<file path="src/rtl/uart_tx_mmio.sv">
// rtl/uart_tx_mmio.sv - memory-mapped 8N1 UART transmitter with byte FIFO
//
// Purpose: sits on the processor data-memory bus beside the data memory,
// queues bytes stored to TXDATA in a small FIFO and shifts them out as
// 8N1 frames (start bit, 8 data bits LSB first, stop bit).
//
// Ports:
//   clk    system clock, rising edge
//   reset  asynchronous, active-low reset
//   A      data-bus address (word decode on A[31:2])
//   WD     data-bus write data
//   WE     data-bus write enable
//   RD     register read data, combinational from A and internal state
//   tx     serial output, idle high
//   busy   FIFO non-empty or frame in progress
module uart_tx_mmio #(
   parameter int          CLKS_PER_BIT = 434,
   parameter int          FIFO_DEPTH   = 8,
   parameter logic [31:0] BASE_ADDR    = 32'h0000_0400
) (
   input  logic        clk,
   input  logic        reset,
   input  logic [31:0] A,
   input  logic [31:0] WD,
   input  logic        WE,
   output logic [31:0] RD,
   output logic        tx,
   output logic        busy
);
   localparam int PW = $clog2(FIFO_DEPTH);
   localparam int CW = PW + 1;
   localparam int BW = $clog2(CLKS_PER_BIT);
   localparam logic [BW-1:0] BAUD_LAST  = BW'(CLKS_PER_BIT - 1);
   localparam logic [CW-1:0] COUNT_FULL = CW'(FIFO_DEPTH);
   localparam logic [29:0]   DATA_WORD  = BASE_ADDR[31:2];
   localparam logic [29:0]   STAT_WORD  = BASE_ADDR[31:2] + 30'd1;

   typedef enum logic [1:0] {IDLE, START, DATA, STOP} stateType;

   stateType       state, stateNext;
   logic [BW-1:0]  baudCnt, baudNext;
   logic [2:0]     bitIdx, bitIdxNext;
   logic [7:0]     shiftReg, shiftNext;

   logic [7:0]     fifoMem [FIFO_DEPTH];
   logic [PW-1:0]  wrPtr, rdPtr;
   logic [CW-1:0]  count;
   logic           overflow;

   logic empty, full, selData, selStat;
   logic push, pushOk, pop, ovfSet, ovfClr;
   logic unusedBits;

   assign unusedBits = ^{A[1:0], WD[31:8]};

   assign empty   = (count == '0);
   assign full    = (count == COUNT_FULL);
   assign selData = (A[31:2] == DATA_WORD);
   assign selStat = (A[31:2] == STAT_WORD);

   // A push into a full FIFO is dropped even if the transmitter pops in
   // the same cycle: fullness is judged on the pre-edge count.
   assign push   = WE & selData;
   assign pushOk = push & ~full;
   assign pop    = (state == IDLE) & ~empty;
   assign ovfSet = push & full;
   assign ovfClr = WE & selStat & WD[3];

   assign busy = (state != IDLE) | ~empty;
   assign RD   = selStat ? {28'b0, overflow, busy, full, empty} : 32'b0;

   always_ff @(posedge clk or negedge reset) begin
      if (!reset) begin
         wrPtr    <= '0;
         rdPtr    <= '0;
         count    <= '0;
         overflow <= 1'b0;
      end else begin
         if (pushOk) wrPtr <= wrPtr + PW'(1);
         if (pop)    rdPtr <= rdPtr + PW'(1);
         case ({pushOk, pop})
            2'b10:   count <= count + CW'(1);
            2'b01:   count <= count - CW'(1);
            default: count <= count;
         endcase
         // set has priority over a simultaneous clear
         if (ovfSet)      overflow <= 1'b1;
         else if (ovfClr) overflow <= 1'b0;
      end
   end

   // Storage needs no reset: entries are only read once counted valid.
   always_ff @(posedge clk) begin
      if (pushOk) fifoMem[wrPtr] <= WD[7:0];
   end

   always_ff @(posedge clk or negedge reset) begin
      if (!reset) begin
         state    <= IDLE;
         baudCnt  <= '0;
         bitIdx   <= '0;
         shiftReg <= '0;
      end else begin
         state    <= stateNext;
         baudCnt  <= baudNext;
         bitIdx   <= bitIdxNext;
         shiftReg <= shiftNext;
      end
   end

   always_comb begin
      stateNext  = state;
      baudNext   = baudCnt + BW'(1);
      bitIdxNext = bitIdx;
      shiftNext  = shiftReg;
      case (state)
         IDLE: begin
            baudNext = '0;
            if (!empty) begin
               stateNext  = START;
               shiftNext  = fifoMem[rdPtr];
               bitIdxNext = '0;
            end
         end
         START: begin
            if (baudCnt == BAUD_LAST) begin
               stateNext = DATA;
               baudNext  = '0;
            end
         end
         DATA: begin
            if (baudCnt == BAUD_LAST) begin
               baudNext  = '0;
               shiftNext = {1'b0, shiftReg[7:1]};
               if (bitIdx == 3'd7) stateNext  = STOP;
               else                bitIdxNext = bitIdx + 3'd1;
            end
         end
         STOP: begin
            // always return through IDLE: gives one idle-high cycle between frames
            if (baudCnt == BAUD_LAST) begin
               stateNext = IDLE;
               baudNext  = '0;
            end
         end
         default: begin
            stateNext = IDLE;
            baudNext  = '0;
         end
      endcase
   end

   always_comb begin
      tx = 1'b1;
      case (state)
         IDLE:    tx = 1'b1;
         START:   tx = 1'b0;
         DATA:    tx = shiftReg[0];
         STOP:    tx = 1'b1;
         default: tx = 1'b1;
      endcase
   end
endmodule

</file>
<file path="config.mk">
export PLATFORM = sky130hd
export DESIGN_NAME = uart_tx_mmio
export DESIGN_NICKNAME = d
export VERILOG_FILES = /design/src/rtl/uart_tx_mmio.sv
export SDC_FILE = /design/constraint.sdc
export NUM_CORES = 1
export LEC_CHECK = 0
export CAP_MARGIN = 20
export CORE_ASPECT_RATIO = 0.5
export CORE_MARGIN = 2
export CORE_UTILIZATION = 55
export CTS_CLUSTER_DIAMETER = 80
export CTS_CLUSTER_SIZE = 25
export DETAILED_ROUTE_END_ITERATION = 12
export PLACE_DENSITY = 0.92
export SYNTH_ARGS = -nofsm -noshare
export SYNTH_HDL_FRONTEND = slang
export SYNTH_SLANG_ARGS = --single-unit
</file>
<file path="constraint.sdc">
create_clock -name clk -period 4.4 [get_ports clk]
set_input_delay 0.66 -clock clk [delete_from_list [all_inputs] [get_ports clk]]
set_output_delay 0.66 -clock clk [all_outputs]
set_load 0.03 [all_outputs]
</file>
==> summary.md, run 1 <==
| Metric | Value |
|---|---|
| Status | `completed` |
| Max IR drop VDD | `0.218 mV` |
| Number of fillers in the final layout | `534` |
| Max Freq | `0.238 GHz` |
| Path depth of the worst reg2reg path | `10` |
| Slew @ Worst Pin | `0.777 ns` |
| FP Rows | `23` |
| Critical path's top delay family | `simple AND/OR/NAND/NOR gates` |
| Gr ovfl total | `0` |
| Port Buffers | `46` |
| Pleak | `2.10 nW` |
| Unrepaired setup endpoints after global routing | `no` |
| First-pass GRT wire length | `14600 microns` |
| Most numerous cell in the Yosys netlist | `edfxtp_1` |
| H-tree depth | `3` |
| # diodes | `0` |
| Share of layout cells above drive strength 1 | `12.5%` |
| Worst setup SP type | `input pin` |
| Synth Area in Compound Gates | `5.28%` |
| Mux share of post-synthesis cell area | `12.4%` |
| Mean Syn Cell Area | `14.7 sq um` |
| CP required | `3.74 ns` |
| Cell mode on critical path | `clkdlybuf4s50_1` |
| Clock root cell | `clkbuf_16` |
| Synth top area share | `41.4%` |
| Largest family of logic cells by synthesized area | `multiplexers` |
| Fin cells | `481` |
| Setup TNS | `0 ns` |
| Setup bufs post-CTS | `0` |
| Worst hold path class | `reg -> reg` |
| Clock Skew | `0.00921 ns` |
| Synth area leaders | `edfxtp_1, dfrtp_1, mux4_2` |
| Cell Chain, Critical Path | `clkdlybuf4s50_1 -> nor4b_1 -> nand4_1 -> nor2_1 -> and3_1 -> clkdlybuf4s50_1` |
| Reg clk slew, reported paths | `0.06 ns` |
| CP endpoint kind | `primary output` |
| DP Cell Count | `465` |
| XOR/XNOR Fraction of Synth Area | `2.83%` |
| # resized after CTS | `0` |
| Post-synth EDFFs | `64` |
| Clock latency on the worst-skew pair | `0.34 ns` |
| Final Cycle Share | `95.3%` |
| Setup ws final | `0.206 ns` |
| WP buf/inv | `2` |
| Final Core Density | `67.2%` |
| Drt pass-1 iters | `4` |
| Place WS | `0.433 ns` |
| Netlist cell types | `53` |
| Simple-gate share of the synthesized area | `10.1%` |
| HPWL Detailed | `6380 microns` |
| Crit path DAT | `3.53 ns` |
| Die height | `69.0 microns` |
| Vias | `2833` |
| Pins Over Slew Limit | `0` |
| Total power | `1.99 mW` |
| PD cells | `366 nW/um^2` |
| WP depth | `6` |
| 1st-iter DRT viols | `229` |
| Slowest CP cell | `clkdlybuf4s50_1` |
| CP max FO | `13` |
| Area Growth Syn to Fin | `17.0%` |
| CTS Buf Count | `9` |
| Post-synthesis sequential area ratio | `59.1%` |
| Initial Util | `57.5%` |
| Setup CP Type | `in -> out` |
| Dominant synthesized flop cell | `edfxtp_1` |
| # IOs | `101` |
| Warnings from Yosys | `0` |
| Die area | `9240 sq um` |
| Routability cong. | `0.786` |
| Die X | `134 microns` |
| Max cap viols | `0` |
| Final wirelength | `9960 microns` |
| Setup-failing EPs final | `0` |
| #FFs+latches synth | `97` |
| Routed WL per cell | `20.7 microns` |
| Final min period | `4.19 ns` |
| Vias in the first global route | `2724` |
| Clk buf depth | `2` |
| Hold_buf cts | `0` |
| Relative slew slack | `48.2%` |
| Cell count after synthesis | `317` |
| Synth cell count leaders | `edfxtp_1, dfrtp_1, buf_4` |
| Drc violations | `0` |
| Vias per inst | `5.89` |
| CTS sink count | `97` |
| Synth async-reset ratio | `34.0%` |
| Layout Nets | `447` |
| Initial antenna violation count | `0` |
| Worst hold stages | `1` |
| Synth Area in Adders | `4.04%` |
| ANT nets after route | `0` |
| Cell taking the most area after synthesis | `edfxtp_1` |
| CTS tree | `built` |
| Core Region | `8090 sq um` |
| Largest net degree at the start of global routing | `34` |
| Global Route Usage Sum | `22.1%` |
| Flop-to-flop setup slack | `1.57 ns` |
| CP max stage delay | `0.70 ns` |
| Final hold violations | `0` |
| Post-Syn Area | `4650 sq um` |
[logic make-up after synthesis]
logic type	after synthesis
muxes	36
AOI/OAI and AO/OA	37
and+or+nand+nor	72
xor gates and xnor gates	15
adders and majority gates	15
DFF	97
buffers and inverters	44
other	1
[worst register-to-register path, delay by kind of cell, from the launching register on]
kind | cells | cell delay, ns
simple gates | 4 | 1.19
fa+ha+maj | 2 | 0.47
xor+xnor | 3 | 0.39
compound gates | 1 | 0.16
flops | 1 | 0.49
[per-layer routing]
metal  wire length, microns  GRT usage, %  up-vias
met1                   3950          25.4     1433
li1                       -             -     1259
met5                      0             0        -
met4                    203          9.31        0
met3                    580          5.99       18
met2                   5230          40.6      123
[path summary, 6_finish.rpt]
check	to	start
max in group asynchronous	rdPtr[0]$_DFFE_PN0P_	reset
worst min register to register	baudCnt[0]$_DFF_PN0_	baudCnt[0]$_DFF_PN0_
worst max register to register	count[2]$_DFFE_PN0P_	count[1]$_DFFE_PN0P_
worst min-delay path	baudCnt[0]$_DFF_PN0_	baudCnt[0]$_DFF_PN0_
worst max-delay path	RD[1]	A[9]
min in group asynchronous	baudCnt[4]$_DFF_PN0_	reset
[flip-flops by register name, summed over array words and instances (netlist names)]
name      count
rdPtr         3
shiftReg      8
overflow      1
fifoMem      64
bitIdx        3
baudCnt       9
state         2
wrPtr         3
count         4
[stage by stage]
| stage | hold slack [ns] | area [sq um] |
|---|---|---|
| after floorplan | 0.364 | 4750 |
| after global placement | 0.473 | 5090 |
| after detailed placement | 0.495 | 5090 |
| after CTS | 0.508 | 5410 |
| after global routing | 0.522 | 5440 |
| final | 0.502 | 5440 |
[cells in the final DEF, fill, tap and decap left out, types with 4 or more instances in the layout]
cell type and instances:
xnor2_1 6, dfrtp_1 33, inv_1 5, nor4_1 6
and3_1 6, edfxtp_1 64, and4b_1 4, mux2_2 9
o21ai_1 7, nand2_1 7, mux2i_1 9, xor2_1 9
nor2_1 15, o21ai_0 9, ha_1 15, conb_1 28
and4_1 4, nand2b_1 4, clkdlybuf4s50_1 46, mux4_2 16
a21oi_1 4, clkbuf_16 9
[layout make-up]
class                           instances  area (sq um)  area share (%)
Multi-Input combinational cell        203          1710            31.5
Tap cell                              112           140            2.58
Timing Repair Buffer                   48           495            9.12
Sequential cell                        97          2750            50.6
Clock inverter                          5          88.8            1.63
Inverter                                6          22.5           0.414
Clock buffer                           10           229            4.21
[power breakdown]
part / internal [mW] / switching [mW] / leakage (nW)
Clock: 0.502 / 0.342 / 0.155
Sequential: 1.00 / 0.0166 / 1.03
Combinational: 0.0519 / 0.0767 / 0.910
Total: 1.56 / 0.435 / 2.10
(Power assumes the default switching activity.)
==> run 2, diff against run 1 <==
Settings changed: CORE_UTILIZATION 55 to 66, DONT_BUFFER_PORTS set to 1, GPL_TIMING_DRIVEN set to 0, PLACE_DENSITY 0.92 to 0.88.
==> summary.md, run 2 (synthesized netlist as in run 1, its figures left out) <==
| Metric | Value |
|---|---|
| Routability cong. | `0.839 (was 0.786)` |
| Final Cycle Share | `72.7% (was 95.3%)` |
| Slew @ Worst Pin | `0.732 ns (was 0.777 ns)` |
| ANT nets after route | `0 (unchanged)` |
| Relative slew slack | `51.3% (was 48.2%)` |
| Total power | `1.93 mW (was 1.99 mW)` |
| Switching share of power | `22.8% (was 21.8%)` |
| Area after DPL | `4860 sq um (was 5090 sq um)` |
| CP required | `4.62 ns (was 3.74 ns)` |
| Largest net degree at the start of global routing | `34 (unchanged)` |
| Final hold violations | `0 (unchanged)` |
| Regs by FF count | `fifoMem x64, baudCnt x9, shiftReg x8 (unchanged)` |
| # IOs | `101 (unchanged)` |
| Vias in the first global route | `2833 (was 2724)` |
| Global Route Usage Sum | `27.2% (was 22.1%)` |
| Initial antenna violation count | `0 (unchanged)` |
| Crit path DAT | `3.42 ns (was 3.53 ns)` |
| CTS tree | `built (unchanged)` |
| Core Region | `6750 sq um (was 8090 sq um)` |
| Share of layout cells above drive strength 1 | `22.4% (was 12.5%)` |
| Drc violations | `0 (unchanged)` |
| Worst hold path class | `in -> async (was reg -> reg)` |
| Setup TNS | `0 ns (unchanged)` |
| Gr ovfl total | `0 (unchanged)` |
| 1st-iter DRT viols | `275 (was 229)` |
| Vias per inst | `6.19 (was 5.89)` |
| Most common cell after layout, fill and taps aside | `edfxtp_1 (unchanged)` |
| Flop pwr share | `52.7% (was 51.1%)` |
| FP Rows | `21 (was 23)` |
| Place WS | `1.04 ns (was 0.433 ns)` |
| Setup-failing EPs final | `0 (unchanged)` |
| Clock latency on the worst-skew pair | `0.35 ns (was 0.34 ns)` |
| Setup bufs post-CTS | `0 (unchanged)` |
| # resized after CTS | `0 (unchanged)` |
| Number of fillers in the final layout | `391 (was 534)` |
| # diodes | `0 (unchanged)` |
| Max Freq | `0.313 GHz (was 0.238 GHz)` |
| Setup ws final | `1.20 ns (was 0.206 ns)` |
| H-tree depth | `3 (unchanged)` |
| CP endpoint kind | `register (was primary output)` |
| Worst setup SP type | `input pin (unchanged)` |
| Clock share of power | `41.9% (was 42.4%)` |
| PD cells | `372 nW/um^2 (was 366 nW/um^2)` |
| Routed WL per cell | `21.3 microns (was 20.7 microns)` |
| Max FFs per register | `64 (unchanged)` |
| Int Power | `1.49 mW (was 1.56 mW)` |
| CTS sink count | `97 (unchanged)` |
| CTS Buf Count | `9 (unchanged)` |
| Setup CP Type | `in -> reg (was in -> out)` |
| Die height | `63.3 microns (was 69.0 microns)` |
| HPWL Detailed | `6440 microns (was 6380 microns)` |
| Layout Nets | `438 (was 447)` |
| First-pass GRT wire length | `15000 microns (was 14600 microns)` |
| Vias | `2803 (was 2833)` |
| Max cap viols | `0 (unchanged)` |
| Clk buf depth | `2 (unchanged)` |
| Max IR drop VDD | `0.309 mV (was 0.218 mV)` |
| Pins Over Slew Limit | `0 (unchanged)` |
| Die X | `123 microns (was 134 microns)` |
| DP Cell Count | `436 (was 465)` |
| Clock root cell | `clkbuf_16 (unchanged)` |
| Initial Util | `68.8% (was 57.5%)` |
| Reg clk slew, reported paths | `0.07 ns (was 0.06 ns)` |
| Largest register by flop count | `fifoMem (unchanged)` |
| CP max FO | `10 (was 13)` |
| Drt pass-1 iters | `4 (unchanged)` |
| Pleak | `2.10 nW (about the same)` |
| Unrepaired setup endpoints after global routing | `no (unchanged)` |
| Status | `completed (unchanged)` |
| Switch Pwr | `441 uW (was 435 uW)` |
| Final wirelength | `9660 microns (was 9960 microns)` |
| Area Growth Syn to Fin | `11.8% (was 17.0%)` |
| Comb pwr share | `5.4% (was 6.5%)` |
| Most frequent cells in the layout | `edfxtp_1, dfrtp_1, buf_4, conb_1, mux4_2 (was edfxtp_1, clkdlybuf4s50_1, dfrtp_1, conb_1, mux4_2)` |
| Clock Skew | `0.00856 ns (was 0.00921 ns)` |
| Design area | `5190 sq um (was 5440 sq um)` |
| Die area | `7770 sq um (was 9240 sq um)` |
| Port Buffers | `0 (was 46)` |
| Fin cells | `453 (was 481)` |
| Final min period | `3.20 ns (was 4.19 ns)` |
| Hold_buf cts | `1 (was 0)` |
## run 2: changes by cell type in the layout (fill, tap and decap cells not counted), sizes merged
cell           previous run  this run
clkbuf                   10        14
inv                       8         9
buf                       2        34
clkdlybuf4s50            46         0
bufinv                    2         1
clkinv                    1         3
## run 2: power groups by stage
stage	logic [mW]	clock network, mW	registers [mW]
floorplan	0.0857	0	1.03
global placement	0.0898	0	1.03
detailed placement	0.0942	0	1.04
CTS	0.103	0.818	1.02
global route	0.114	0.852	1.02
finish	0.104	0.810	1.02
## run 2: stage by stage
stage               util [%]  hold WS [ns]
finish                  76.9         0.129
CTS                     76.9         0.130
floorplan                  -         0.364
global placement        72.0         0.365
detailed placement      72.0         0.365
global route            76.9         0.137
## run 2: cell type report
cell class / count / area [sq um] / area share [%]
inverter: 6 / 22.5 / 0.434
sequential: 97 / 2750 / 52.9
tap: 92 / 115 / 2.22
clock buffer: 9 / 225 / 4.34
multi-input combinational: 203 / 1710 / 32.9
timing repair buffer: 1 / 20.0 / 0.385
clock inverter: 7 / 86.3 / 1.66
buffer: 38 / 267 / 5.13
## run 2: critical path, cell delays in order
cell and delay, ns:
nor4_1 0.37, nand4_1 0.30, nor2_1 0.29, clkbuf_1 0.38, nand3_1 0.21, ha_1 0.31, xor2_1 0.19, ha_1 0.19
a21oi_1 0.14, xor2_1 0.16, nor2_1 0.06, xor2_1 0.14
## run 2: worst paths after layout
kind                                       from                       to  slack, ns  cells past startpoint
hold / removal                            reset     wrPtr[1]$_DFFE_PN0P_       0.13                      1
max in group asynchronous                 reset     baudCnt[6]$_DFF_PN0_       4.09                      1
hold reg to reg            baudCnt[0]$_DFF_PN0_     baudCnt[0]$_DFF_PN0_       0.49                      1
setup / recovery                          A[21]     count[2]$_DFFE_PN0P_       1.20                     12
setup reg to reg           count[1]$_DFFE_PN0P_     count[2]$_DFFE_PN0P_       1.62                     11
min in group clk                          WD[5]  fifoMem[2][5]$_DFFE_PP_       0.40                      0
## run 2: routing by layer
metal  part of all wire [%]  track usage (%)  routed length [microns]
met1                     39             34.2                     3770
met2                     50             43.7                     4840
met3                    7.8             8.51                      758
met4                    3.0             11.9                      289
met5                      0                0                        0
==> run 3, diff against run 2 <==
Settings changed: CORE_UTILIZATION 66 to 57, PLACE_DENSITY 0.88 to 0.81.
Clock period 4.4 ns to 2.8 ns, I/O delays scaled along.
==> summary.md, run 3 (synthesized netlist as in run 1, its figures left out) <==
| Metric | Value |
|---|---|
| Status | `completed (unchanged)` |
| Flop-to-flop setup slack | `0.17 ns (was 1.62 ns)` |
| Final Cycle Share | `96.3%` |
| Global Route Usage Sum | `21.8% (was 27.2%)` |
| HPWL Detailed | `6160 microns (was 6440 microns)` |
| Setup ws final | `0.103 ns (was 1.20 ns)` |
| Slowest CP cell | `nor4b_1 (was clkbuf_1)` |
| Clk buf depth | `2 (unchanged)` |
| Pins Over Slew Limit | `0 (unchanged)` |
| Max FFs per register | `64 (unchanged)` |
| Die X | `132 microns (was 123 microns)` |
| DR WL met2 | `4780 microns (was 4840 microns)` |
| CTS sink count | `97 (unchanged)` |
| Clock latency on the worst-skew pair | `0.34 ns (was 0.35 ns)` |
| Top Layer Used | `met4 (unchanged)` |
| Cell mode on critical path | `xor2_1 (unchanged)` |
| Final hold violations | `0 (unchanged)` |
| Final min period | `2.70 ns` |
| CP max FO | `10 (unchanged)` |
| FP Rows | `23 (was 21)` |
| Port Buffers | `0 (unchanged)` |
| Reg clk slew, reported paths | `0.07 ns (about the same)` |
| # diodes | `0 (unchanged)` |
| CP max stage delay | `0.34 ns (was 0.38 ns)` |
| Setup TNS | `0 ns (unchanged)` |
| CP required | `3.02 ns (was 4.62 ns)` |
| Vias in the first global route | `2705 (was 2833)` |
| Initial Util | `58.5% (was 68.8%)` |
| Worst setup SP type | `input pin (unchanged)` |
| Relative slew slack | `56.8% (was 51.3%)` |
| Final wirelength | `9300 microns (was 9660 microns)` |
| PD cells | `567 nW/um^2 (was 372 nW/um^2)` |
| Max Freq | `0.371 GHz` |
| Most common cell after layout, fill and taps aside | `edfxtp_1 (unchanged)` |
| Core Region | `7940 sq um (was 6750 sq um)` |
| Place WS | `-0.410 ns (was 1.04 ns)` |
| CTS tree | `built (unchanged)` |
| # IOs | `101 (unchanged)` |
| Fin cells | `478 (was 453)` |
| CP endpoint kind | `register (unchanged)` |
| Area Growth Syn to Fin | `13.2% (was 11.8%)` |
| Setup CP Type | `in -> reg (unchanged)` |
| 1st-iter DRT viols | `181 (was 275)` |
| Setup-failing EPs final | `0 (unchanged)` |
| Routability cong. | `0.835 (was 0.839)` |
| Max IR drop VDD | `0.370 mV (was 0.309 mV)` |
| Crit. Startpoint | `A[9] (was A[21])` |
| Vias per inst | `5.76 (was 6.19)` |
| Regs by FF count | `fifoMem x64, baudCnt x9, shiftReg x8 (unchanged)` |
| Worst Setup EP | `count[2]$_DFFE_PN0P_ (unchanged)` |
| ANT nets after route | `0 (unchanged)` |
| H-tree depth | `3 (unchanged)` |
| Drc violations | `0 (unchanged)` |
| Drt pass-1 iters | `5 (was 4)` |
| Die height | `67.8 microns (was 63.3 microns)` |
| Die area | `8930 sq um (was 7770 sq um)` |
| Share of layout cells above drive strength 1 | `23.5% (was 22.4%)` |
| Crit path DAT | `2.92 ns (was 3.42 ns)` |
| CTS Buf Count | `9 (unchanged)` |
| Reg2reg end | `count[2]$_DFFE_PN0P_ (unchanged)` |
| Gr ovfl total | `0 (unchanged)` |
| Layout Nets | `444 (was 438)` |
| Largest register by flop count | `fifoMem (unchanged)` |
| Clock root cell | `clkbuf_16 (unchanged)` |
| Path depth of the worst reg2reg path | `11 (unchanged)` |
| Clock Skew | `0.00669 ns (was 0.00856 ns)` |
| Cell Chain, Critical Path | `nor4b_1 -> nand4_1 -> nor2_2 -> clkbuf_2 -> nand3_1 -> ha_1 -> xor2_1 -> ha_1 -> a21oi_1 -> xor2_1 -> nor2_1 -> xor2_1 (was nor4_1 -> nand4_1 -> nor2_1 -> clkbuf_1 -> nand3_1 -> ha_1 -> xor2_1 -> ha_1 -> a21oi_1 -> xor2_1 -> nor2_1 -> xor2_1)` |
| DP Cell Count | `456 (was 436)` |
| Routed WL per cell | `19.5 microns (was 21.3 microns)` |
| Met3 routed WL | `588 microns (was 758 microns)` |
| M1 wire length | `3770 microns (about the same)` |
| Initial antenna violation count | `0 (unchanged)` |
| Pleak | `2.12 nW (was 2.10 nW)` |
| Largest net degree at the start of global routing | `34 (unchanged)` |
| Vias | `2754 (was 2803)` |
| Worst hold path class | `in -> reg (was in -> async)` |
| Worst r2r src | `count[1]$_DFFE_PN0P_ (unchanged)` |
| Unrepaired setup endpoints after global routing | `no (unchanged)` |
| Slew @ Worst Pin | `0.648 ns (was 0.732 ns)` |
| First-pass GRT wire length | `14400 microns (was 15000 microns)` |
| Max cap viols | `0 (unchanged)` |
| Most frequent cells in the layout | `edfxtp_1, buf_4, dfrtp_1, conb_1, mux4_2 (was edfxtp_1, dfrtp_1, buf_4, conb_1, mux4_2)` |
run 3: changes by cell type in the layout (fill, tap and decap cells not counted):
| cell | before | now |
|---|---|---|
| buf_4 | 30 | 35 |
| clkbuf_1 | 4 | 3 |
| clkbuf_2 | 1 | 2 |
| clkinv_1 | 0 | 1 |
| clkinv_8 | 1 | 0 |
| dlygate4sd3_1 | 0 | 1 |
| inv_6 | 3 | 2 |
| nor2_1 | 15 | 14 |
| nor2_2 | 0 | 1 |
| nor4b_2 | 2 | 1 |
| nor4b_4 | 0 | 1 |
run 3: routing by layer:
| layer | vias up | GRT usage (%) |
|---|---|---|
| met4 | 0 | 7.88 |
| met3 | 16 | 6.30 |
| li1 | 1247 | - |
| met2 | 100 | 38.2 |
| met1 | 1391 | 26.7 |
| met5 | - | 0 |
run 3: how the worst min path moves through the flow:
| stage | slack (ns) | depth (start not counted) | from | endpoint |
|---|---|---|---|---|
| after floorplan | 0.12 | 0 | reset | baudCnt[0]$_DFF_PN0_ |
| after global placement | 0.13 | 0 | reset | wrPtr[1]$_DFFE_PN0P_ |
| after detailed placement | 0.12 | 0 | reset | wrPtr[2]$_DFFE_PN0P_ |
| after CTS | 0.16 | 0 | WD[4] | fifoMem[7][4]$_DFFE_PP_ |
| after global routing | 0.16 | 0 | WD[4] | fifoMem[7][4]$_DFFE_PP_ |
| final | 0.17 | 0 | WD[4] | fifoMem[2][4]$_DFFE_PP_ |
run 3: stage by stage:
step | cell area, sq um | util [%] | hold slack, ns | power, mW
finish | 5260 | 66.2 | 0.169 | 2.98
global route | 5260 | 66.2 | 0.156 | 3.07
floorplan | 4750 | - | 0.124 | 1.75
CTS | 5210 | 65.6 | 0.162 | 2.99
detailed placement | 4890 | 61.5 | 0.125 | 1.78
global placement | 4890 | 61.5 | 0.125 | 1.77
run 3: timing repair:
item,CTS,global route
buffers inserted,0,5
hold buffers,2,0
hold endpoints to repair,33,0
pin swaps,0,2
endpoints found under the setup margin,1,1
gates resized for setup,1,2
run 3: worst max-delay path, delay by kind of cell:
kind,cells,cell delay (ns)
buffers and inverters,1,0.24
XOR/XNOR,3,0.51
AO/OA/AOI/OAI,1,0.18
AND/OR/NAND/NOR,5,1.08
adder cells (fa/ha/maj),2,0.49
run 3: where the power goes:
part           leakage [nW]  internal [mW]  switching [mW]
Sequential             1.03           1.57          0.0278
Clock                 0.144          0.690           0.521
Combinational         0.940         0.0610           0.108
run 3: final cells by class:
| type | count | area (sq um) |
|---|---|---|
| Fill cell | 532 | 2680 |
| Timing Repair Buffer | 7 | 67.6 |
| Clock buffer | 9 | 225 |
| Tap cell | 112 | 140 |
| Clock inverter | 6 | 65.1 |
| Sequential cell | 97 | 2750 |
| Buffer | 38 | 268 |
| Multi-Input combinational cell | 203 | 1720 |
| Inverter | 6 | 22.5 |
